$ cat config.mk
export PLATFORM = sky130hd
export DESIGN_NAME = mc_ctrl_fsm_flat
export DESIGN_NICKNAME = d
export VERILOG_FILES = /design/src/rtl/mc_pkg.sv /design/src/rtl/mc_ctrl_fsm_if.sv /design/src/rtl/mc_ctrl_decode.sv /design/src/rtl/mc_ctrl_fsm.sv /design/src/flat_wrapper.sv
export SDC_FILE = /design/constraint.sdc
export NUM_CORES = 1
export LEC_CHECK = 0
export BUFFER_PORTS_ARGS = -buffer_cell sky130_fd_sc_hd__buf_2
export CAP_MARGIN = 20
export CORE_MARGIN = 2
export CORE_UTILIZATION = 40
export DETAILED_ROUTE_END_ITERATION = 6
export GPL_TIMING_DRIVEN = 0
export PLACE_DENSITY = 0.77
export SLEW_MARGIN = 10
export SYNTH_ARGS = -nofsm -noshare
export SYNTH_HDL_FRONTEND = slang
export SYNTH_SLANG_ARGS = --single-unit
$ cat constraint.sdc
create_clock -name clk -period 1.9 [get_ports clk]
set_input_delay 0.285 -clock clk [delete_from_list [all_inputs] [get_ports clk]]
set_output_delay 0.285 -clock clk [all_outputs]
set_load 0.1 [all_outputs]
$ cat src/rtl/mc_pkg.sv
// mc_pkg: shared encodings for the multi-cycle controller.
package mc_pkg;
    typedef enum logic [2:0] {
        FETCH  = 3'd0,
        DECODE = 3'd1,
        EXEC   = 3'd2,
        MEM    = 3'd3,
        WB     = 3'd4,
        MULW   = 3'd5,
        HALT   = 3'd6
    } state_e;
    localparam logic [5:0] OP_R    = 6'b000000;
    localparam logic [5:0] OP_ADDI = 6'b000001;
    localparam logic [5:0] OP_MULI = 6'b000010;
    localparam logic [5:0] OP_SUBI = 6'b000011;
    localparam logic [5:0] OP_LW   = 6'b000100;
    localparam logic [5:0] OP_SW   = 6'b000101;
    localparam logic [5:0] OP_BEQ  = 6'b000110;
    localparam logic [5:0] OP_J    = 6'b000111;
    localparam logic [5:0] OP_HALT = 6'b111111;
    localparam logic [2:0] C_FUNC = 3'd0;
    localparam logic [2:0] C_ADD  = 3'd1;
    localparam logic [2:0] C_MUL  = 3'd2;
    localparam logic [2:0] C_SUB  = 3'd3;
    localparam logic [1:0] PC_ALU = 2'd0;
    localparam logic [1:0] PC_BR  = 2'd1;
    localparam logic [1:0] PC_JMP = 2'd2;
    localparam logic [1:0] SRCB_B    = 2'd0;
    localparam logic [1:0] SRCB_4    = 2'd1;
    localparam logic [1:0] SRCB_IMM  = 2'd2;
    localparam logic [1:0] SRCB_IMM2 = 2'd3;
    localparam logic [5:0] MUL_FUNC_DEF = 6'b000011;
endpackage

$ cat src/rtl/mc_ctrl_fsm_if.sv
// mc_ctrl_fsm_if: instruction/status inputs and datapath control outputs.
interface mc_ctrl_fsm_if;
    logic [5:0] opcode;
    logic [5:0] i_func;
    logic       zero;
    logic       mem_ready;
    logic       mul_done;
    logic [2:0] c_sig;
    logic       pc_en;
    logic [1:0] pc_src;
    logic       ir_write;
    logic       iord;
    logic       mem_read;
    logic       mem_write;
    logic       reg_write;
    logic       reg_dst;
    logic       mem_to_reg;
    logic       alu_src_a;
    logic [1:0] alu_src_b;
    logic       mul_start;
    logic       halted;
    logic [2:0] state;
    modport master (
        output opcode, i_func, zero, mem_ready, mul_done,
        input  c_sig, pc_en, pc_src, ir_write, iord, mem_read, mem_write, reg_write,
               reg_dst, mem_to_reg, alu_src_a, alu_src_b, mul_start, halted, state
    );
    modport slave (
        input  opcode, i_func, zero, mem_ready, mul_done,
        output c_sig, pc_en, pc_src, ir_write, iord, mem_read, mem_write, reg_write,
               reg_dst, mem_to_reg, alu_src_a, alu_src_b, mul_start, halted, state
    );
endinterface

$ cat src/rtl/mc_ctrl_decode.sv
// mc_ctrl_decode: classifies the opcode/function pair into instruction groups.
module mc_ctrl_decode import mc_pkg::*; #(
    parameter logic [5:0] MUL_FUNC = MUL_FUNC_DEF
) (
    input  logic [5:0] opcode_i,
    input  logic [5:0] func_i,
    output logic       is_r_o,
    output logic       is_imm_o,
    output logic       is_mem_o,
    output logic       is_mul_o,
    output logic       is_branch_o,
    output logic       is_jump_o,
    output logic       is_halt_o,
    output logic       is_illegal_o
);
    assign is_r_o       = opcode_i == OP_R;
    assign is_imm_o     = opcode_i == OP_ADDI || opcode_i == OP_SUBI;
    assign is_mem_o     = opcode_i == OP_LW || opcode_i == OP_SW;
    assign is_mul_o     = opcode_i == OP_MULI || (is_r_o && func_i == MUL_FUNC);
    assign is_branch_o  = opcode_i == OP_BEQ;
    assign is_jump_o    = opcode_i == OP_J;
    assign is_halt_o    = opcode_i == OP_HALT;
    assign is_illegal_o = !(is_r_o || is_imm_o || is_mem_o || is_mul_o ||
                            is_branch_o || is_jump_o || is_halt_o);
endmodule

$ cat src/rtl/mc_ctrl_fsm.sv
// mc_ctrl_fsm: multi-cycle CPU control FSM with memory and multiplier wait states.
module mc_ctrl_fsm import mc_pkg::*; #(
    parameter logic [5:0] MUL_FUNC = MUL_FUNC_DEF
) (
    input  logic          clk,
    input  logic          rst_n,
    mc_ctrl_fsm_if.slave  bus
);
    state_e state_q, state_d;
    logic   started_q;
    logic   is_r, is_imm, is_mem, is_mul, is_branch, is_jump, is_halt, is_illegal;
    mc_ctrl_decode #(.MUL_FUNC(MUL_FUNC)) u_decode (
        .opcode_i     (bus.opcode),
        .func_i       (bus.i_func),
        .is_r_o       (is_r),
        .is_imm_o     (is_imm),
        .is_mem_o     (is_mem),
        .is_mul_o     (is_mul),
        .is_branch_o  (is_branch),
        .is_jump_o    (is_jump),
        .is_halt_o    (is_halt),
        .is_illegal_o (is_illegal)
    );
    // started_q marks every MULW cycle after the first, so mul_start is a single pulse
    always_ff @(posedge clk) begin
        if (!rst_n) begin
            state_q   <= FETCH;
            started_q <= 1'b0;
        end else begin
            state_q   <= state_d;
            started_q <= state_q == MULW;
        end
    end
    assign bus.state = state_q;
    always_comb begin
        state_d        = state_q;
        bus.c_sig      = C_ADD;
        bus.pc_en      = 1'b0;
        bus.pc_src     = PC_ALU;
        bus.ir_write   = 1'b0;
        bus.iord       = 1'b0;
        bus.mem_read   = 1'b0;
        bus.mem_write  = 1'b0;
        bus.reg_write  = 1'b0;
        bus.reg_dst    = 1'b0;
        bus.mem_to_reg = 1'b0;
        bus.alu_src_a  = 1'b0;
        bus.alu_src_b  = SRCB_B;
        bus.mul_start  = 1'b0;
        bus.halted     = 1'b0;
        case (state_q)
            FETCH: begin
                bus.mem_read  = 1'b1;
                bus.alu_src_b = SRCB_4;
                bus.ir_write  = bus.mem_ready;
                bus.pc_en     = bus.mem_ready;
                state_d       = bus.mem_ready ? DECODE : FETCH;
            end
            DECODE: begin
                bus.alu_src_b = SRCB_IMM2;
                bus.pc_en     = is_jump;
                bus.pc_src    = is_jump ? PC_JMP : PC_ALU;
                state_d       = (is_jump || is_illegal) ? FETCH :
                                is_halt ? HALT : is_mul ? MULW : EXEC;
            end
            EXEC: begin
                bus.alu_src_a = 1'b1;
                bus.alu_src_b = (is_imm || is_mem) ? SRCB_IMM : SRCB_B;
                bus.c_sig     = is_r ? C_FUNC :
                                (is_branch || bus.opcode == OP_SUBI) ? C_SUB : C_ADD;
                bus.pc_src    = is_branch ? PC_BR : PC_ALU;
                bus.pc_en     = is_branch && bus.zero;
                state_d       = (is_r || is_imm) ? WB : is_mem ? MEM : FETCH;
            end
            MULW: begin
                bus.alu_src_a = 1'b1;
                bus.alu_src_b = bus.opcode == OP_MULI ? SRCB_IMM : SRCB_B;
                bus.c_sig     = bus.opcode == OP_MULI ? C_MUL : C_FUNC;
                bus.mul_start = !started_q;
                state_d       = bus.mul_done ? WB : MULW;
            end
            MEM: begin
                bus.iord      = 1'b1;
                bus.mem_read  = bus.opcode == OP_LW;
                bus.mem_write = bus.opcode == OP_SW;
                state_d       = !bus.mem_ready ? MEM : bus.opcode == OP_LW ? WB : FETCH;
            end
            WB: begin
                bus.reg_write  = 1'b1;
                bus.reg_dst    = is_r;
                bus.mem_to_reg = bus.opcode == OP_LW;
                state_d        = FETCH;
            end
            HALT: bus.halted = 1'b1;
            default: state_d = FETCH;
        endcase
        // reset suppresses every side-effecting strobe in the cycle it is sampled
        if (!rst_n) begin
            bus.pc_en     = 1'b0;
            bus.ir_write  = 1'b0;
            bus.reg_write = 1'b0;
            bus.mem_write = 1'b0;
            bus.mul_start = 1'b0;
        end
    end
endmodule

$ cat src/flat_wrapper.sv
// flat-port wrapper written by rule: the top's interface ports become plain ports
module mc_ctrl_fsm_flat import mc_pkg::*;
#(
    parameter logic [5:0] MUL_FUNC = MUL_FUNC_DEF
)
  (clk, rst_n, bus_opcode, bus_i_func, bus_zero, bus_mem_ready, bus_mul_done, bus_c_sig, bus_pc_en, bus_pc_src, bus_ir_write, bus_iord, bus_mem_read, bus_mem_write, bus_reg_write, bus_reg_dst, bus_mem_to_reg, bus_alu_src_a, bus_alu_src_b, bus_mul_start, bus_halted, bus_state);
  mc_ctrl_fsm_if bus_i ();
  input  logic clk;
  input  logic rst_n;
  input wire logic [$bits(bus_i.opcode)-1:0] bus_opcode;
  input wire logic [$bits(bus_i.i_func)-1:0] bus_i_func;
  input wire logic [$bits(bus_i.zero)-1:0] bus_zero;
  input wire logic [$bits(bus_i.mem_ready)-1:0] bus_mem_ready;
  input wire logic [$bits(bus_i.mul_done)-1:0] bus_mul_done;
  output wire logic [$bits(bus_i.c_sig)-1:0] bus_c_sig;
  output wire logic [$bits(bus_i.pc_en)-1:0] bus_pc_en;
  output wire logic [$bits(bus_i.pc_src)-1:0] bus_pc_src;
  output wire logic [$bits(bus_i.ir_write)-1:0] bus_ir_write;
  output wire logic [$bits(bus_i.iord)-1:0] bus_iord;
  output wire logic [$bits(bus_i.mem_read)-1:0] bus_mem_read;
  output wire logic [$bits(bus_i.mem_write)-1:0] bus_mem_write;
  output wire logic [$bits(bus_i.reg_write)-1:0] bus_reg_write;
  output wire logic [$bits(bus_i.reg_dst)-1:0] bus_reg_dst;
  output wire logic [$bits(bus_i.mem_to_reg)-1:0] bus_mem_to_reg;
  output wire logic [$bits(bus_i.alu_src_a)-1:0] bus_alu_src_a;
  output wire logic [$bits(bus_i.alu_src_b)-1:0] bus_alu_src_b;
  output wire logic [$bits(bus_i.mul_start)-1:0] bus_mul_start;
  output wire logic [$bits(bus_i.halted)-1:0] bus_halted;
  output wire logic [$bits(bus_i.state)-1:0] bus_state;
  assign bus_i.opcode = bus_opcode;
  assign bus_i.i_func = bus_i_func;
  assign bus_i.zero = bus_zero;
  assign bus_i.mem_ready = bus_mem_ready;
  assign bus_i.mul_done = bus_mul_done;
  assign bus_c_sig = bus_i.c_sig;
  assign bus_pc_en = bus_i.pc_en;
  assign bus_pc_src = bus_i.pc_src;
  assign bus_ir_write = bus_i.ir_write;
  assign bus_iord = bus_i.iord;
  assign bus_mem_read = bus_i.mem_read;
  assign bus_mem_write = bus_i.mem_write;
  assign bus_reg_write = bus_i.reg_write;
  assign bus_reg_dst = bus_i.reg_dst;
  assign bus_mem_to_reg = bus_i.mem_to_reg;
  assign bus_alu_src_a = bus_i.alu_src_a;
  assign bus_alu_src_b = bus_i.alu_src_b;
  assign bus_mul_start = bus_i.mul_start;
  assign bus_halted = bus_i.halted;
  assign bus_state = bus_i.state;
  mc_ctrl_fsm #(.MUL_FUNC(MUL_FUNC)) u_core (.clk(clk), .rst_n(rst_n), .bus(bus_i));
endmodule
Yosys cells after proc, flatten, opt, wreduce, memory -nomap -nowiden
Index checks and enable logic that the tools add are counted.
{ "classes": {"eq_ne": 15, "muxes": 36, "n_reduce_logical": 19} }
{ "ops": {"columns": ["operator", "n"], "rows": [
  ["== test 6 x 3 -> 1 bit (second input constant)", 4],
  ["2-to-1 mux 3 bit", 7],
  ["== test 6 x 2 -> 1 bit (second input constant)", 3],
  ["one-hot mux 3 bit (6 select lines)", 1],
  ["2-to-1 mux 1 bit", 17],
  ["logical OR 1 bit", 12],
  ["2-to-1 mux 2 bit", 6],
  ["== test 3 bit (second input constant)", 3],
  ["one-hot mux 2 bit (4 select lines)", 1],
  ["== test 3 x 2 -> 1 bit (second input constant)", 2],
  ["== test 6 x 1 -> 1 bit (second input constant)", 1],
  ["== test 6 bit (second input constant)", 1],
  ["zero test 6 bit", 1],
  ["one-hot mux 3 bit (2 select lines)", 1],
  ["one-hot mux 2 bit (2 select lines)", 1],
  ["== test 3 x 1 -> 1 bit (second input constant)", 1],
  ["zero test 3 bit", 1],
  ["one-hot mux 1 bit (3 select lines)", 1],
  ["logical AND 1 bit", 2],
  ["zero test 1 bit", 2],
  ["one-hot mux 1 bit (2 select lines)", 1],
  ["OR reduction 2 bit", 1]
]} }
{ "word_totals": {"register_bits": 4, "output_inout_bits": 21, "word_cells": 72} }

Depth between registers and ports, before layout
Gate-level depths: netlist (run 1).
{ "logic_depth": {"word_depth": 12, "depth_mapped": 5, "depth_no_buf": 4} }

Hierarchy
Synthesis (run 1) repeated with hierarchy kept, for this count alone.
{ "unflattened": {"hier_cells": 89, "hier_area_um2": 625.6} }
{ "modules_own_cells": {"columns": ["module", "instances", "cells_per_inst", "area_per_inst_um2"], "rows": [
  ["mc_ctrl_fsm", 1, 74, 536.8],
  ["mc_ctrl_decode", 1, 15, 88.8]
]} }

Worst setup path after synthesis (run 1)
OpenSTA, ideal clock, no wires.
{ "synth_path": {"path_type": "register to output", "startpoint": "reg u_core.state_q[1] (netlist: u_core.bus.state[1])", "endpoint": "out bus_pc_en", "arrival_ns": 6.106, "t_required_ns": 1.615, "setup_slack_ns": -4.491, "path_stages_with_launch": 6, "n_path_buf": 1, "path_cell_list": "dfxtp_1 -> or3b_1 -> buf_2 -> nor4_1 -> nand2_1 -> a21boi_1"} }
{ "synth_between": {"elab_chain_len": 3} }
{ "synth_lines": {"columns": ["element", "line", "text"], "rows": [
  ["from (decl)", "mc_ctrl_fsm.sv:9", "state_e state_q, state_d;"],
  ["from (signal assigned)", "mc_ctrl_fsm.sv:30", "state_q <= state_d;"],
  ["== test 3 x 2 -> 1 bit, or another cell as far along", "mc_ctrl_fsm.sv:51", "case (state_q)"],
  ["one-hot mux 1 bit (3 select lines) *", "mc_ctrl_fsm.sv:51", null],
  ["2-to-1 mux 1 bit *", "mc_ctrl_fsm.sv:98", "if (!rst_n) begin"],
  ["to (decl)", "flat_wrapper.sv:16", "output wire logic [$bits(bus_i.pc_en)-1:0] bus_pc_en;"]
]} }
Every way passes the cells marked *; elsewhere a longest branch is shown, timed or not.

Worst setup path after layout (run 1)
{ "layout_path": {"startpoint": "reg u_core.state_q[0] (netlist: u_core.bus.state[0])", "endpoint": "out bus_pc_en"} }
The elaborated chain is that of the path after synthesis.

==> results of run 1 <==
==> worst min-delay path: stages <==
cell and delay, ns:
buf_2 0.13, nand2_1 0.06, a31oi_1 0.04
==> Yosys cell counts <==
cell type | instances | area, um2
nor2_1 | 9 | 33.8
nor3_1 | 8 | 40.0
nand2_1 | 6 | 22.5
nand3_1 | 6 | 30.0
inv_1 | 5 | 18.8
o21ai_0 | 5 | 25.0
a21oi_1 | 4 | 20.0
clkbuf_1 | 4 | 15.0
dfxtp_1 | 4 | 80.1
a31oi_1 | 3 | 18.8
nand2b_1 | 3 | 18.8
nor3b_1 | 3 | 22.5
nor4_1 | 3 | 18.8
a211oi_1 | 2 | 15.0
and3_1 | 2 | 12.5
buf_2 | 2 | 10.0
nor2b_1 | 2 | 12.5
o21a_1 | 2 | 15.0
a21boi_1 | 1 | 7.51
a221oi_1 | 1 | 8.76
a31o_2 | 1 | 8.76
and3b_1 | 1 | 8.76
buf_4 | 1 | 7.51
buf_6 | 1 | 11.3
clkbuf_2 | 1 | 5.00
conb_1 | 1 | 3.75
mux2_2 | 1 | 11.3
mux2i_1 | 1 | 10.0
nand3b_1 | 1 | 7.51
o22ai_1 | 1 | 6.26
or3_1 | 1 | 6.26
or3_2 | 1 | 7.51
or3_4 | 1 | 11.3
or3b_1 | 1 | 8.76
or3b_2 | 1 | 8.76
==> sequential cells by signal (all words and copies together), names as in the netlist <==
signal,flops
u_core.bus.state,3
u_core.started_q,1
==> worst paths after layout <==
kind / from / to / slack, ns
max: u_core.bus.state[0] / bus_pc_en / -0.14
max reg2reg: u_core.bus.state[0] / u_core.bus.state[2] / 0.27
min reg2reg: u_core.bus.state[2] / u_core.bus.state[0] / 0.72
min: rst_n / u_core.bus.state[2] / 0.31
==> repair_timing <==
item | 4_1_cts | 5_1_grt
pin swaps | 5 | 4
setup buffers | 3 | 1
resized for setup | 40 | 6
cloned | 0 | 0
setup endpoints to repair | 12 | 11
endpoints found under the hold margin | 0 | 0
==> metrics by stage <==
| step | cell area [um2] | setup slack [ns] | total power [mW] | hold WS [ns] |
|---|---|---|---|---|
| after floorplan | 768 | -1.32 | 0.222 | 0.391 |
| after global placement | 952 | -0.308 | 0.252 | 0.551 |
| after detailed placement | 952 | -0.321 | 0.254 | 0.550 |
| after CTS | 1160 | -0.111 | 0.397 | 0.307 |
| after global routing | 1180 | -0.189 | 0.423 | 0.306 |
| final | 1180 | -0.139 | 0.407 | 0.307 |
==> area by class of cell <==
class / instances / area (um2)
multi-input combinational: 72 / 623
timing repair buffer: 37 / 335
fill: 68 / 134
sequential: 4 / 91.3
buffer: 9 / 70.1
clock buffer: 4 / 26.3
inverter: 5 / 18.8
tap: 15 / 18.8
==> cells by family (layout without fill, tap and decap cells) <==
family	after synthesis	in the layout	synth area share [%]
and+or+nand+nor	49	49	47.6
AOI/OAI and AO/OA	20	20	22.0
buffers and inverters	14	55	11.9
DFF	4	4	14.1
muxes	2	2	3.74
other	1	1	0.660
==> cells in the final DEF, fill, tap and decap left out, types with 2 or more instances in the layout <==
cell type / n
nor2_4: 4
nor3_1: 2
nand3_2: 2
nand3_1: 4
buf_4: 8
a21oi_4: 2
a31oi_1: 3
or3_4: 3
nor2_2: 3
clkbuf_1: 3
o21a_1: 2
a211oi_1: 2
buf_12: 7
nand2_1: 5
nor4_1: 2
buf_2: 19
nor2b_1: 2
nor3_4: 5
nor3b_1: 2
dfxtp_4: 3
nand2b_1: 3
nor2_1: 2
and3_4: 2
clkbuf_4: 5
o21ai_0: 3
inv_1: 4
buf_6: 6
a21oi_1: 2
==> layer usage <==
layer,wire (um),part of all wire [%],vias up,track usage [%]
met4,31,1.4,0,5.16
met5,0,0,-,0
li1,-,-,403,-
met3,170,7.6,5,4.78
met2,1160,52,54,44.4
met1,871,39,406,31.1
==> power by group through the flow <==
stage | Clock (mW) | Sequential, mW | Combinational [mW]
after floorplan | 0 | 0.0978 | 0.124
after global placement | 0 | 0.0860 | 0.166
after detailed placement | 0 | 0.0860 | 0.168
after CTS | 0.116 | 0.0847 | 0.196
after global routing | 0.125 | 0.0850 | 0.214
final | 0.116 | 0.0849 | 0.206
==> impl_metrics.ini, run 1 <==
[status]
violations = negative setup slack
outcome = finished with violations

[power_and_ir_drop]
p_per_area_mw_per_mm2 = 343
leakage_nw = 0.494
swShare_pct = 42.8
pwr-share-seq_pct = 20.9
p_switching_mw = 0.174
peakVddDrop_mv = 0.246
clkPwrFrac_pct = 28.5
comb_power_share_pct = 50.6
p_int_mw = 0.233

[critical_path]
critPathKind = reg -> out
worstSetupPathDepth = 6
worstPathRequired_ns = 1.62
endpoint_kind = output port
path_buf_inv = 2
critPathTopFamily = simple AND/OR/NAND/NOR gates
max_stage_delay_ns = 0.38
worstPathArrival_ns = 1.75
cp_slowest_cell = or3b_1
cp-start-kind = register
worstPathCellList = or3b_1 > buf_6 > nor4_4 > nand2_1 > a21boi_4 > buf_12
rr_worst_depth = 6
worstPathMaxFanout = 5

[synthesis]
syn_avg_cell_area_um2 = 6.31
synth_cell_types = 35
netlist_area_um2 = 568
ys_seq_area_share_pct = 14.1
netlist_instances = 90
yosys_register_bits = 4
synth_nets = 107
yosysWarnings = 0

[sta]
period_needed_ns = 2.04
rsz0062_at_grt = yes
final_max_slew_viol_count = 0
finalSetupTns_ns = -0.468
finalHoldViolCount = 0
setup_viol = 6
setup_ws_ns = -0.139
fin_skew_ns = 0.00586
fin_crit_sh_pct = 107
fmax_mhz = 490

[cells_and_area]
areaGrowthSynthToFinish_pct = 108
drive_gt1_share_pct = 63.4
final_nets = 149
final_cells = 146
diodes = 0
final_core_util_pct = 89.8

[clocking]
path_clk_slew_ns = 0.04
clock-sinks = 4
root_buffer = clkbuf_4
cts_inserted_buffers = 3
cts_tree = built
worstSkewPairLatency_ns = 0.24
cts_max_level = 1
cts_buffer_depth = 2
cts_hold_buf = 0

[drt]
wl_per_cell_um = 15.3
drtIter0Drc = 34
ant_nets = 0
drc = 0
post_drt_via_cell_ratio = 5.95
drt_pass1_iterations = 4
vias = 868
finalWirelength_um = 2240

[global_route]
grt_antenna_before_repair = 0
grt_max_degree = 11
grt_pass1_vias = 778
grt_usage_pct = 25.0
grt_pass1_wl_um = 3450
overflow = 0

[die]
die_area_mm2 = 0.00174
rows = 13
core_area_mm2 = 0.00132
start_util_pct = 43.1
dieHeight_um = 41.7
io_pins = 38
fp.dieW_um = 41.7

[min_path]
min_path_type = in -> reg
hold_depth = 3

[place]
io_buffers = 33
dp.cells = 138
gp_congestion = 0.872
dpl.hpwl_um = 1350

[job]
drv_cap = 0
Power figures use the tool's default switching activity.
==> run 2, diff against run 1 <==
--- a/config.mk
+++ b/config.mk
@@ -8,11 +8,12 @@
 export BUFFER_PORTS_ARGS = -buffer_cell sky130_fd_sc_hd__buf_2
 export CAP_MARGIN = 20
 export CORE_MARGIN = 2
-export CORE_UTILIZATION = 40
+export CORE_UTILIZATION = 42
 export DETAILED_ROUTE_END_ITERATION = 6
 export GPL_TIMING_DRIVEN = 0
-export PLACE_DENSITY = 0.77
+export PLACE_DENSITY = 0.78
 export SLEW_MARGIN = 10
 export SYNTH_ARGS = -nofsm -noshare
 export SYNTH_HDL_FRONTEND = slang
+export SYNTH_HIERARCHICAL = 1
 export SYNTH_SLANG_ARGS = --single-unit
==> run 2 against run 1 <==
  * The flow still finishes with violations (negative setup slack)
  * Setup slack got worse by 0.012 ns
  * Wire length increased by 52%
  * Worst hold slack better by 0.0067 ns
  * Utilization grew 4.7 points
  * Critical path depth is 1 lower
  * Critical path type unchanged
  * Largest cell class unchanged
  * Largest power group unchanged
==> impl_metrics.ini, run 2 <==
[cells_and_area]
diodes = 0
areaGrowthSynthToFinish_pct = 104
seqCellArea_um2 = 91.3
final_cell_area_mm2 = 0.00128
layout_commonest_cell = buf_2
fill_cells = 43
multi_input_area_um2 = 724
largest_reg_flops = 3
final_nets = 153
drive_gt1_share_pct = 66.7
most-common-layout-cells = 21 x buf_2, 10 x buf_4, 7 x buf_6, 7 x nand2_1, 7 x nor2_1

[clocking]
cts_max_level = 1
cts_buffer_depth = 2
worstSkewPairLatency_ns = 0.27
cts_tree = built
root_buffer = clkbuf_4
cts_inserted_buffers = 3
clock-sinks = 4
cts_hold_buf = 0
path_clk_slew_ns = 0.05

[critical_path]
worstPathMaxFanout = 10
max_stage_delay_ns = 0.35
rrSetupSlack_ns = 0.40
timing.rr.end = u_core/bus.state[0]
critPathTopFamily = simple AND/OR/NAND/NOR gates
worstPathRequired_ns = 1.62
r2r_start = u_core/bus.state[2]
cp_slowest_cell = dfxtp_4
worstPathArrival_ns = 1.77
endpoint_kind = output port
path_buf_inv = 2
cp-start-kind = register
critPathKind = reg -> out
worstPathCellList = buf_4 > nor2b_2 > nand2_2 > nor3_4 > buf_8
rr_worst_depth = 5

[sta]
setup_viol = 7
fin_skew_ns = 0.00671
period_needed_ns = 2.05
fin_crit_sh_pct = 108
setup_ws_ns = -0.151
finalHoldViolCount = 0
final_max_slew_viol_count = 0
rsz0062_at_grt = yes
whs_ns = 0.313
slew_headroom_pct = 66.1
worst_slew_pin_slew_ns = 0.511
fmax_mhz = 488

[drt]
ant_nets = 0
vias = 1016
finalWirelength_um = 3390
post_drt_via_cell_ratio = 6.77
drc = 0
drt_pass1_iterations = 4
wl_per_cell_um = 22.6
drtIter0Drc = 53

[die]
die_area_mm2 = 0.00181
dieHeight_um = 42.6
io_pins = 38
rows = 13
start_util_pct = 46.3
fp.dieW_um = 42.6
core_area_mm2 = 0.00135

[global_route]
overflow = 0
grt_antenna_before_repair = 0
grt_usage_pct = 33.0
grt_max_degree = 11
grt_pass1_vias = 834
grt_pass1_wl_um = 4290

[synthesis]
synth_most_common_cell = nand2_1
ys_async_sr_fraction_pct = 0
syn_avg_cell_area_um2 = 7.03
synth_common_cells = 9 x nand2_1, 8 x nor2_1, 6 x nor3_1
netlist_instances = 89
ys_seq_area_share_pct = 12.8
synth_nets = 106
synth_ff_type = dfxtp_1
netlist.area_leader.share_pct = 12.8
yosys_register_bits = 4
yosysWarnings = 6
netlist_area_um2 = 626
synth_cell_types = 42
post-synth-top-area-cell = dfxtp_1
synthTopCellsByArea = dfxtp_1 13%, nand2_1 5.4%, nor3_1 4.8%
synth_edf_count = 0

[min_path]
hold_depth = 3
min_to = u_core/bus.state[2]
min_path_type = in -> reg
hp-start = rst_n

[place]
gp_congestion = 0.906
dpl-instance-area_mm2 = 0.00104
place_ws_ns = -0.485
io_buffers = 36
dpl.hpwl_um = 1600

[power_and_ir_drop]
leakage_nw = 0.509
p_per_area_mw_per_mm2 = 338
peakVddDrop_mv = 0.414

[job]
drv_cap = 0

[status]
outcome = finished with violations
violations = negative setup slack
## run 2: how the worst max path moves through the flow
stage	slack, ns	cells past startpoint	startpoint	to
finish	-0.15	5	u_core/bus.state[1]	bus_mul_start
global route	-0.20	5	u_core/bus.state[1]	bus_mul_start
CTS	-0.07	7	bus_opcode[3]	bus_pc_en
detailed placement	-0.48	5	bus_opcode[5]	bus_reg_dst
global placement	-0.45	7	bus_opcode[5]	bus_pc_en
floorplan	-0.98	5	bus_opcode[5]	bus_pc_en
## run 2: timing repair
action | 4_1_cts | 5_1_grt
setup buffers | 5 | 2
endpoints found under the setup margin | 15 | 12
pin swaps | 11 | 5
resized for setup | 38 | 9
## run 2: metrics by stage
stage                     total power [mW]  setup TNS [ns]  utilization (%)  std cells
final                                0.431          -0.605             94.5        150
after global routing                 0.443          -0.988             94.5        150
after CTS                            0.405          -0.191             91.1        148
after detailed placement             0.259           -3.19             76.8        140
after global placement               0.256           -2.65             76.8        140
after floorplan                      0.215           -3.29                -         89
## run 2: routing by layer
metal  GRT usage, %  wire, um
met2           47.7      1540
met5              0         0
met4           20.6       308
met3           11.2       337
met1           41.5      1210
## run 2: area by class of cell
type	count	share of cell area [%]
plain buffers	4	3.43
clock buffers	4	2.06
flip-flops and latches	4	7.16
repair buffers	43	27.9
inverters	4	1.18
well taps	15	1.47
multi-input cells	76	56.8
## run 2: worst register-to-register path, delay by kind of cell (launching register included)
| kind | cells | cell delay [ns] |
|---|---|---|
| flip-flops | 1 | 0.43 |
| buffers and inverters | 1 | 0.14 |
| AND/OR/NAND/NOR | 1 | 0.24 |
| AO/OA/AOI/OAI | 3 | 0.56 |
## run 2: cells by family after synthesis
kind of cell / Yosys count / share of synthesized area, %
compound gates: 22 / 24.8
other cells: 1 / 0.599
flops: 4 / 12.8
simple gates: 53 / 54.2
buf+inv: 9 / 7.60
## run 2: report_power, final
| part | switching, mW | internal, mW |
|---|---|---|
| Combinational | 0.141 | 0.0666 |
| Sequential | 0.00381 | 0.0827 |
| Clock | 0.0568 | 0.0803 |
